**config.mk**
```make
export PLATFORM = sky130hd
export DESIGN_NAME = slave_serial_bridge_flat
export DESIGN_NICKNAME = d
export VERILOG_FILES = /design/src/rtl/slave_serial_bridge_if.sv /design/src/rtl/slave_serial_bridge.sv /design/src/flat_wrapper.sv
export SDC_FILE = /design/constraint.sdc
export NUM_CORES = 1
export LEC_CHECK = 0
export ABC_AREA = 1
export CORE_UTILIZATION = 54
export CTS_BUF_LIST = sky130_fd_sc_hd__clkbuf_4 sky130_fd_sc_hd__clkbuf_8 sky130_fd_sc_hd__clkbuf_16
export DETAILED_ROUTE_END_ITERATION = 8
export PLACE_DENSITY = 0.84
export SYNTH_ARGS = -nofsm -noshare
export SYNTH_HDL_FRONTEND = slang
export SYNTH_SLANG_ARGS = --single-unit
```
**constraint.sdc**
```tcl
create_clock -name clk -period 2.5 [get_ports clk]
set_input_delay 0.5 -clock clk [delete_from_list [all_inputs] [get_ports clk]]
set_output_delay 0.5 -clock clk [all_outputs]
set_load 0.03 [all_outputs]
```
**src/rtl/slave_serial_bridge_if.sv**
```systemverilog
// rtl/slave_serial_bridge_if.sv - serial bus and parallel request signals of the slave bridge
interface slave_serial_bridge_if #(
  parameter int ADDR_WIDTH = 16,
  parameter int DATA_WIDTH = 8
);
  logic                  mode;
  logic                  wr_bus;
  logic                  master_valid;
  logic                  master_ready;
  logic                  rd_bus;
  logic                  slave_ready;
  logic                  slave_valid;
  logic                  split;
  logic                  req_valid;
  logic                  req_ready;
  logic                  req_write;
  logic [ADDR_WIDTH-1:0] req_addr;
  logic [DATA_WIDTH-1:0] req_wdata;
  logic                  rsp_valid;
  logic [DATA_WIDTH-1:0] rsp_rdata;

  modport slave (
    input  mode, wr_bus, master_valid, master_ready, req_ready, rsp_valid, rsp_rdata,
    output rd_bus, slave_ready, slave_valid, split, req_valid, req_write, req_addr, req_wdata
  );

  modport master (
    output mode, wr_bus, master_valid, master_ready, req_ready, rsp_valid, rsp_rdata,
    input  rd_bus, slave_ready, slave_valid, split, req_valid, req_write, req_addr, req_wdata
  );
endinterface

```
**src/rtl/slave_serial_bridge.sv**
```systemverilog
// rtl/slave_serial_bridge.sv - bit-serial bus slave to parallel request bridge with optional read split
module slave_serial_bridge #(
  parameter int ADDR_WIDTH    = 16,
  parameter int DATA_WIDTH    = 8,
  parameter int SPLIT_EN      = 0,
  parameter int SPLIT_TIMEOUT = 4
) (
  input logic                  clk,
  input logic                  rstn,
  slave_serial_bridge_if.slave bus
);
  localparam int CNT_W  = $clog2(ADDR_WIDTH + DATA_WIDTH + 1);
  localparam int WCNT_W = $clog2(SPLIT_TIMEOUT + 1);
  localparam logic [CNT_W-1:0]  ADDR_LAST = CNT_W'(ADDR_WIDTH - 1);
  localparam logic [CNT_W-1:0]  WORD_LAST = CNT_W'(ADDR_WIDTH + DATA_WIDTH - 1);
  localparam logic [CNT_W-1:0]  SEND_LAST = CNT_W'(DATA_WIDTH - 1);
  localparam logic [WCNT_W-1:0] WAIT_LAST = WCNT_W'(SPLIT_TIMEOUT - 1);

  typedef enum logic [2:0] {
    S_IDLE, S_ADDR, S_DATA, S_REQ, S_WAIT, S_SPLIT, S_SEND
  } state_t;

  state_t                r_state;
  state_t                w_next;
  logic [CNT_W-1:0]      r_cnt;
  logic [WCNT_W-1:0]     r_wait_cnt;
  logic                  r_mode;
  logic [ADDR_WIDTH-1:0] r_addr;
  logic [DATA_WIDTH-1:0] r_wdata;
  logic [DATA_WIDTH-1:0] r_rdata;
  logic                  w_mode;

  // mode is only valid on the wire during the first address bit
  assign w_mode = (r_cnt == '0) ? bus.mode : r_mode;

  always_comb begin
    w_next = r_state;
    case (r_state)
      S_IDLE:  if (bus.master_valid) w_next = S_ADDR;
      S_ADDR: begin
        if (!bus.master_valid)    w_next = S_IDLE;
        else if (r_cnt == ADDR_LAST) w_next = w_mode ? S_DATA : S_REQ;
      end
      S_DATA: begin
        if (!bus.master_valid)    w_next = S_IDLE;
        else if (r_cnt == WORD_LAST) w_next = S_REQ;
      end
      S_REQ:   if (bus.req_ready) w_next = r_mode ? S_IDLE : S_WAIT;
      S_WAIT: begin
        // a response arriving on the timeout cycle still wins over the split
        if (bus.rsp_valid) w_next = S_SEND;
        else if ((SPLIT_EN != 0) && (r_wait_cnt == WAIT_LAST)) w_next = S_SPLIT;
      end
      S_SPLIT: if (bus.rsp_valid) w_next = S_SEND;
      S_SEND:  if (bus.master_ready && (r_cnt == SEND_LAST)) w_next = S_IDLE;
      default: w_next = S_IDLE;
    endcase
  end

  always_ff @(posedge clk or negedge rstn) begin
    if (!rstn) begin
      r_state    <= S_IDLE;
      r_cnt      <= '0;
      r_wait_cnt <= '0;
      r_mode     <= 1'b0;
      r_addr     <= '0;
      r_wdata    <= '0;
      r_rdata    <= '0;
    end else begin
      r_state <= w_next;
      case (r_state)
        S_IDLE: begin
          r_cnt <= '0;
          if (bus.master_valid) r_wdata <= '0;
        end
        S_ADDR: if (bus.master_valid) begin
          r_cnt  <= r_cnt + CNT_W'(1);
          r_addr <= {r_addr[ADDR_WIDTH-2:0], bus.wr_bus};
          if (r_cnt == '0) r_mode <= bus.mode;
        end
        S_DATA: if (bus.master_valid) begin
          r_cnt   <= r_cnt + CNT_W'(1);
          r_wdata <= {r_wdata[DATA_WIDTH-2:0], bus.wr_bus};
        end
        S_REQ: r_wait_cnt <= '0;
        S_WAIT: begin
          if (bus.rsp_valid) begin
            r_rdata <= bus.rsp_rdata;
            r_cnt   <= '0;
          end else if (r_wait_cnt != '1) begin
            r_wait_cnt <= r_wait_cnt + WCNT_W'(1);
          end
        end
        S_SPLIT: if (bus.rsp_valid) begin
          r_rdata <= bus.rsp_rdata;
          r_cnt   <= '0;
        end
        S_SEND: if (bus.master_ready) begin
          r_rdata <= r_rdata << 1;
          r_cnt   <= r_cnt + CNT_W'(1);
        end
        default: r_cnt <= '0;
      endcase
    end
  end

  assign bus.slave_ready = (r_state == S_ADDR) || (r_state == S_DATA);
  assign bus.slave_valid = (r_state == S_SEND);
  assign bus.split       = (r_state == S_SPLIT);
  assign bus.req_valid   = (r_state == S_REQ);
  assign bus.rd_bus      = (r_state == S_SEND) && r_rdata[DATA_WIDTH-1];
  assign bus.req_write   = r_mode;
  assign bus.req_addr    = r_addr;
  assign bus.req_wdata   = r_wdata;
endmodule

```
**src/flat_wrapper.sv**
```systemverilog
// flat-port wrapper written by rule: the top's interface ports become plain ports
module slave_serial_bridge_flat 
#(
  parameter int ADDR_WIDTH    = 16,
  parameter int DATA_WIDTH    = 8,
  parameter int SPLIT_EN      = 0,
  parameter int SPLIT_TIMEOUT = 4
)
  (clk, rstn, bus_mode, bus_wr_bus, bus_master_valid, bus_master_ready, bus_req_ready, bus_rsp_valid, bus_rsp_rdata, bus_rd_bus, bus_slave_ready, bus_slave_valid, bus_split, bus_req_valid, bus_req_write, bus_req_addr, bus_req_wdata);
  slave_serial_bridge_if #(.ADDR_WIDTH(ADDR_WIDTH), .DATA_WIDTH(DATA_WIDTH)) bus_i ();
  input logic clk;
  input logic rstn;
  input wire logic [$bits(bus_i.mode)-1:0] bus_mode;
  input wire logic [$bits(bus_i.wr_bus)-1:0] bus_wr_bus;
  input wire logic [$bits(bus_i.master_valid)-1:0] bus_master_valid;
  input wire logic [$bits(bus_i.master_ready)-1:0] bus_master_ready;
  input wire logic [$bits(bus_i.req_ready)-1:0] bus_req_ready;
  input wire logic [$bits(bus_i.rsp_valid)-1:0] bus_rsp_valid;
  input wire logic [$bits(bus_i.rsp_rdata)-1:0] bus_rsp_rdata;
  output wire logic [$bits(bus_i.rd_bus)-1:0] bus_rd_bus;
  output wire logic [$bits(bus_i.slave_ready)-1:0] bus_slave_ready;
  output wire logic [$bits(bus_i.slave_valid)-1:0] bus_slave_valid;
  output wire logic [$bits(bus_i.split)-1:0] bus_split;
  output wire logic [$bits(bus_i.req_valid)-1:0] bus_req_valid;
  output wire logic [$bits(bus_i.req_write)-1:0] bus_req_write;
  output wire logic [$bits(bus_i.req_addr)-1:0] bus_req_addr;
  output wire logic [$bits(bus_i.req_wdata)-1:0] bus_req_wdata;
  assign bus_i.mode = bus_mode;
  assign bus_i.wr_bus = bus_wr_bus;
  assign bus_i.master_valid = bus_master_valid;
  assign bus_i.master_ready = bus_master_ready;
  assign bus_i.req_ready = bus_req_ready;
  assign bus_i.rsp_valid = bus_rsp_valid;
  assign bus_i.rsp_rdata = bus_rsp_rdata;
  assign bus_rd_bus = bus_i.rd_bus;
  assign bus_slave_ready = bus_i.slave_ready;
  assign bus_slave_valid = bus_i.slave_valid;
  assign bus_split = bus_i.split;
  assign bus_req_valid = bus_i.req_valid;
  assign bus_req_write = bus_i.req_write;
  assign bus_req_addr = bus_i.req_addr;
  assign bus_req_wdata = bus_i.req_wdata;
  slave_serial_bridge #(.ADDR_WIDTH(ADDR_WIDTH), .DATA_WIDTH(DATA_WIDTH), .SPLIT_EN(SPLIT_EN), .SPLIT_TIMEOUT(SPLIT_TIMEOUT)) u_core (.clk(clk), .rstn(rstn), .bus(bus_i));
endmodule
```
# == Word level (Yosys, flattened, before mapping) ==
# Cells that the tools add are included.
# word_totals
ff_bits,41
latchBits,0
mem_bits_rw,0
mem_bits_ro,0
in_bits,16
output_inout_bits,30
word_cells,62
mem_count,0
# classes
n_addsub,1
mul,0
div_mod_pow,0
n_lt_le_gt_ge,0
n_eq_ne,18
shift,0
muxes,22
bitwise,1
n_reduce_logical,14
# ops
cell,count
$mux 8,4
$pmux 8 s2,2
$mux 3,9
$pmux 5 s4,1
$pmux 3 s6,1
$mux 5,3
$eq 3x3->1 const B,3
$ne 2x2->1 const B,4
$eq 3x2->1 const B,2
$ne 2x1->1 const B,3
$ne 3x2->1 const B,2
$reduce_and 3->1,2
$reduce_and 6->1,1
$add 5x1->5 const B,1
$eq 5x3->1 const B,1
$eq 5x4->1 const B,1
$eq 5x5->1 const B,1
$logic_not 5->1,1
$reduce_and 4->1,1
$reduce_bool 2->1,2
$reduce_or 2->1,2
$eq 3x1->1 const B,1
$logic_not 3->1,1
$logic_and 1x1->1,2
4 further kinds,5

# == Depth between registers and ports, before layout ==
# depth
word_depth,6
depth_mapped,11
mapped_depth_nobuf,11

# == Worst setup path before layout ==
# Ideal clock, no wire load.
# synth_path
path_kind,reg-to-output
start,register u_core.r_state[0]
end,output port bus_rd_bus
t_arrival_ns,1.225
required_ns,2.000
path_slack_ns,0.775
path_stages_with_launch,5
cell_sequence,dfrtp_1 > inv_2 > nand3_4 > clkbuf_1 > nor2_1
# synth_via
elab_chain_cells,2
# synth_lines
element,line_no,text
from (decl),slave_serial_bridge.sv:23,state_t r_state;
from (signal assigned),slave_serial_bridge.sv:70,r_state <= w_next;
$eq 3x3->1,slave_serial_bridge.sv:111,assign bus.rd_bus = (r_state == S_SEND) && r_rdata[DATA_WIDTH-1];
$logic_and 1x1->1,slave_serial_bridge.sv:111,
to (decl),flat_wrapper.sv:20,output wire logic [$bits(bus_i.rd_bus)-1:0] bus_rd_bus;
# No other way between the ends.

# == Worst setup path in the final report ==
# layout_path
start,register u_core.r_state[2]
end,output port bus_split
# layout_via
elab_chain_cells,1
# layout_lines
element,line_no,text
$eq 3x3->1,slave_serial_bridge.sv:109,assign bus.split = (r_state == S_SPLIT);
to (decl),flat_wrapper.sv:23,output wire logic [$bits(bus_i.split)-1:0] bus_split;
# No other way between the ends.

==> impl_metrics.tcl <==
set metrics [dict create \
    initial_utilization_pct 56.0 \
    wire_per_inst_um 11.0 \
    post_dp_cell_area_mm2 0.00252 \
    critPathMaxFanout 4 \
    postSynthAreaPerCell_um2 8.47 \
    synth-seq-cells 41 \
    synth_top_area_share_pct 50.0 \
    skew_ns 0.00827 \
    status "complete, no violations" \
    path_class "flip-flop to primary output" \
    syn_area_mm2 0.00205 \
    grt-busiest-layer "met2" \
    min_path_type "input port to asynchronous set/reset pin" \
    finalInstanceArea_mm2 0.00262 \
    pwr_density_cell_mw_per_mm2 1070 \
    use_met2_pct 34.3 \
    pin_count 46 \
    worst_ep_required_time_ns 2.00 \
    clock_latency_ns 0.29 \
    syn_to_final_growth_pct 27.6 \
    finalSetupViolCount 0 \
    cts_tree "yes" \
    core_mm2 0.00366 \
    syn_nets 261 \
    clkSinkCount 41 \
    clk_pin_slew_worst_paths_ns 0.07 \
    final_nets 309 \
    post-route-period-util_pct 96.1 \
    grt_util_met1_pct 27.2 \
    core.rowCount 22 \
    grt_pass1_wl_um 6690 \
    start_kind "flip-flop" \
    ff2ff_setup_slack_ns 0.74 \
    tightestPinTransition_ns 0.871 \
    num_vias 1693 \
    cts-root-buf "clkbuf_8" \
    avgViaCountPerCell 5.01 \
    multiInputGateArea_um2 852 \
    power_mw 2.81 \
    numCtsBuffers 5 \
    grtUsageTotal_pct 21.2 \
    ys_seq_area_share_pct 50.0 \
    grt_setup_unrepaired "no" \
    overflow 0 \
    worstPathArrival_ns 1.90 \
    nFillCells 287 \
    grt_pass1_vias 1595 \
    hold_viol 0 \
    hold_buffers 0 \
    dp_hpwl_um 2780 \
    grt_use_met3_pct 5.43 \
    synth.largest_area_cell "dfrtp_1" \
    drive_gt1_share_pct 12.1 \
    die_w_um 63.6 \
    ff_latch_area_mm2 0.00103 \
    io_buffers 45 \
    syn-instance-count 242 \
    rr_worst_depth 11 \
    ctsLongestPathBuffers 2 \
    startpoint "u_core.r_state[2]" \
    drv_cap 0 \
    endpoint "bus_split" \
    synth_area_leaders "dfrtp_1, nand2_1, inv_1, o21ai_0, o21ai_2" \
    antenna_found_initial 0 \
    yosysWarnings 0 \
    relSlewSlack_pct 41.9 \
    p_leak_nw 1.28 \
    die_height_um 63.6 \
    fin_setup_tns_ns 0 \
    reg2reg_from "u_core.r_cnt[1]" \
    cp-end-kind "primary output" \
    grt_max_degree 42 \
    max_freq_mhz 416 \
    drtIter0Drc 152 \
    dieArea_mm2 0.00405 \
    wl_um 3730 \
    cts-htree-levels 2 \
    drc 0 \
    diodes 0 \
    synth_cell_types 29 \
    drv_slew 0 \
    r2r_end "u_core.r_state[1]" \
    dr.pass1.iters 4 \
    ant_nets 0 \
    irDropWorstVdd_mv 0.816 \
    gp_congestion 0.844 \
    fin_crit_ns 2.40 \
]
## area by class of cell
class	count	share of cell area (%)
timing repair buffer	46	17.3
clock buffer	6	3.16
multi-input combinational	161	32.6
inverter	35	5.12
clock inverter	1	0.287
tap	48	2.30
sequential	41	39.3
## power by group
group | switching [mW] | internal [mW]
registers | 0.161 | 0.864
logic | 0.846 | 0.509
clock network | 0.210 | 0.218
## critical path, stage by stage (launching register included)
cell	delay (ns)
dfrtp_1	0.47
inv_2	0.11
nor2_4	0.16
inv_1	0.10
nor2_1	0.10
clkdlybuf4s50_1	0.68
## worst min-delay path by stage
stage	endpoint	slack (ns)	cells after the start
global route	u_core.bus.req_addr[15]	0.40	1
finish	u_core.bus.req_addr[15]	0.33	1
global placement	u_core.bus.req_addr[15]	0.47	2
CTS	u_core.bus.req_wdata[4]	0.35	1
detailed placement	u_core.bus.req_addr[8]	0.49	2
floorplan	u_core.bus.req_addr[0]	0.20	0
## routing by layer
metal,vias to the layer above,wire length [um]
met5,-,0
met4,0,59
met3,7,115
met2,42,1780
met1,787,1770
li1,857,-
## per-stage QoR
| stage | hold WS (ns) | util [%] | setup WS, ns | instances |
|---|---|---|---|---|
| floorplan | 0.204 | - | 0.775 | 242 |
| global placement | 0.466 | 68.9 | 0.383 | 331 |
| detailed placement | 0.488 | 68.9 | 0.365 | 331 |
| CTS | 0.353 | 71.4 | 0.0361 | 338 |
| global route | 0.405 | 71.5 | 0.0140 | 338 |
| finish | 0.327 | 71.5 | 0.0980 | 338 |
## synthesized netlist by cell type, drive strengths merged
library cell,instances
inv,35
nand2,86
a21oi,1
xor2,1
nand4,3
o21a,1
o22ai,7
nor2,16
buf,4
ha,3
nand3,14
clkbuf,1
nor3,1
o21ai,28
dfrtp,41
## cell families after synthesis
logic type | share of synthesized area (%)
AO/OA/AOI/OAI | 10.9
XOR/XNOR | 0.427
adder cells (fa/ha/maj) | 1.83
buffers and inverters | 8.54
flip-flops | 50.0
AND/OR/NAND/NOR | 28.3
## placed cells by master (no fill, tap or decap)
master	Yosys	routed
dfrtp_2	0	1
nor2_8	1	1
clkbuf_8	0	6
o21ai_0	15	15
inv_4	1	1
o22ai_1	7	7
ha_1	3	3
nor3_1	1	1
nor2_2	1	2
dfrtp_1	41	40
o21ai_1	6	6
xor2_1	1	1
o21a_1	1	1
clkdlybuf4s50_1	0	44
nor2_4	3	3
buf_4	1	1
nand2_4	3	3
nand4_1	2	2
clkinvlp_4	0	1
buf_2	2	1
nand2_2	1	1
a21oi_1	1	1
nand4_4	1	1
inv_2	3	3
inv_1	31	31
nand3_2	2	2
o21ai_2	7	7
nand2_1	82	82
nand3_1	11	11
nand3_4	1	1
nor2_1	11	10
## state kept, by name (all words and copies together) (netlist names)
| register | count |
|---|---|
| u_core.bus.req_addr | 16 |
| u_core.bus.req_wdata | 8 |
| u_core.bus.req_write | 1 |
| u_core.r_cnt | 5 |
| u_core.r_rdata | 8 |
| u_core.r_state | 3 |
## repair_timing
| item | 4_1_cts | 5_1_grt |
|---|---|---|
| setup buffers | 0 | 0 |
| setup endpoints to repair | 0 | 4 |
| resized for setup | 0 | 2 |
Power figures use the tool's default switching activity.
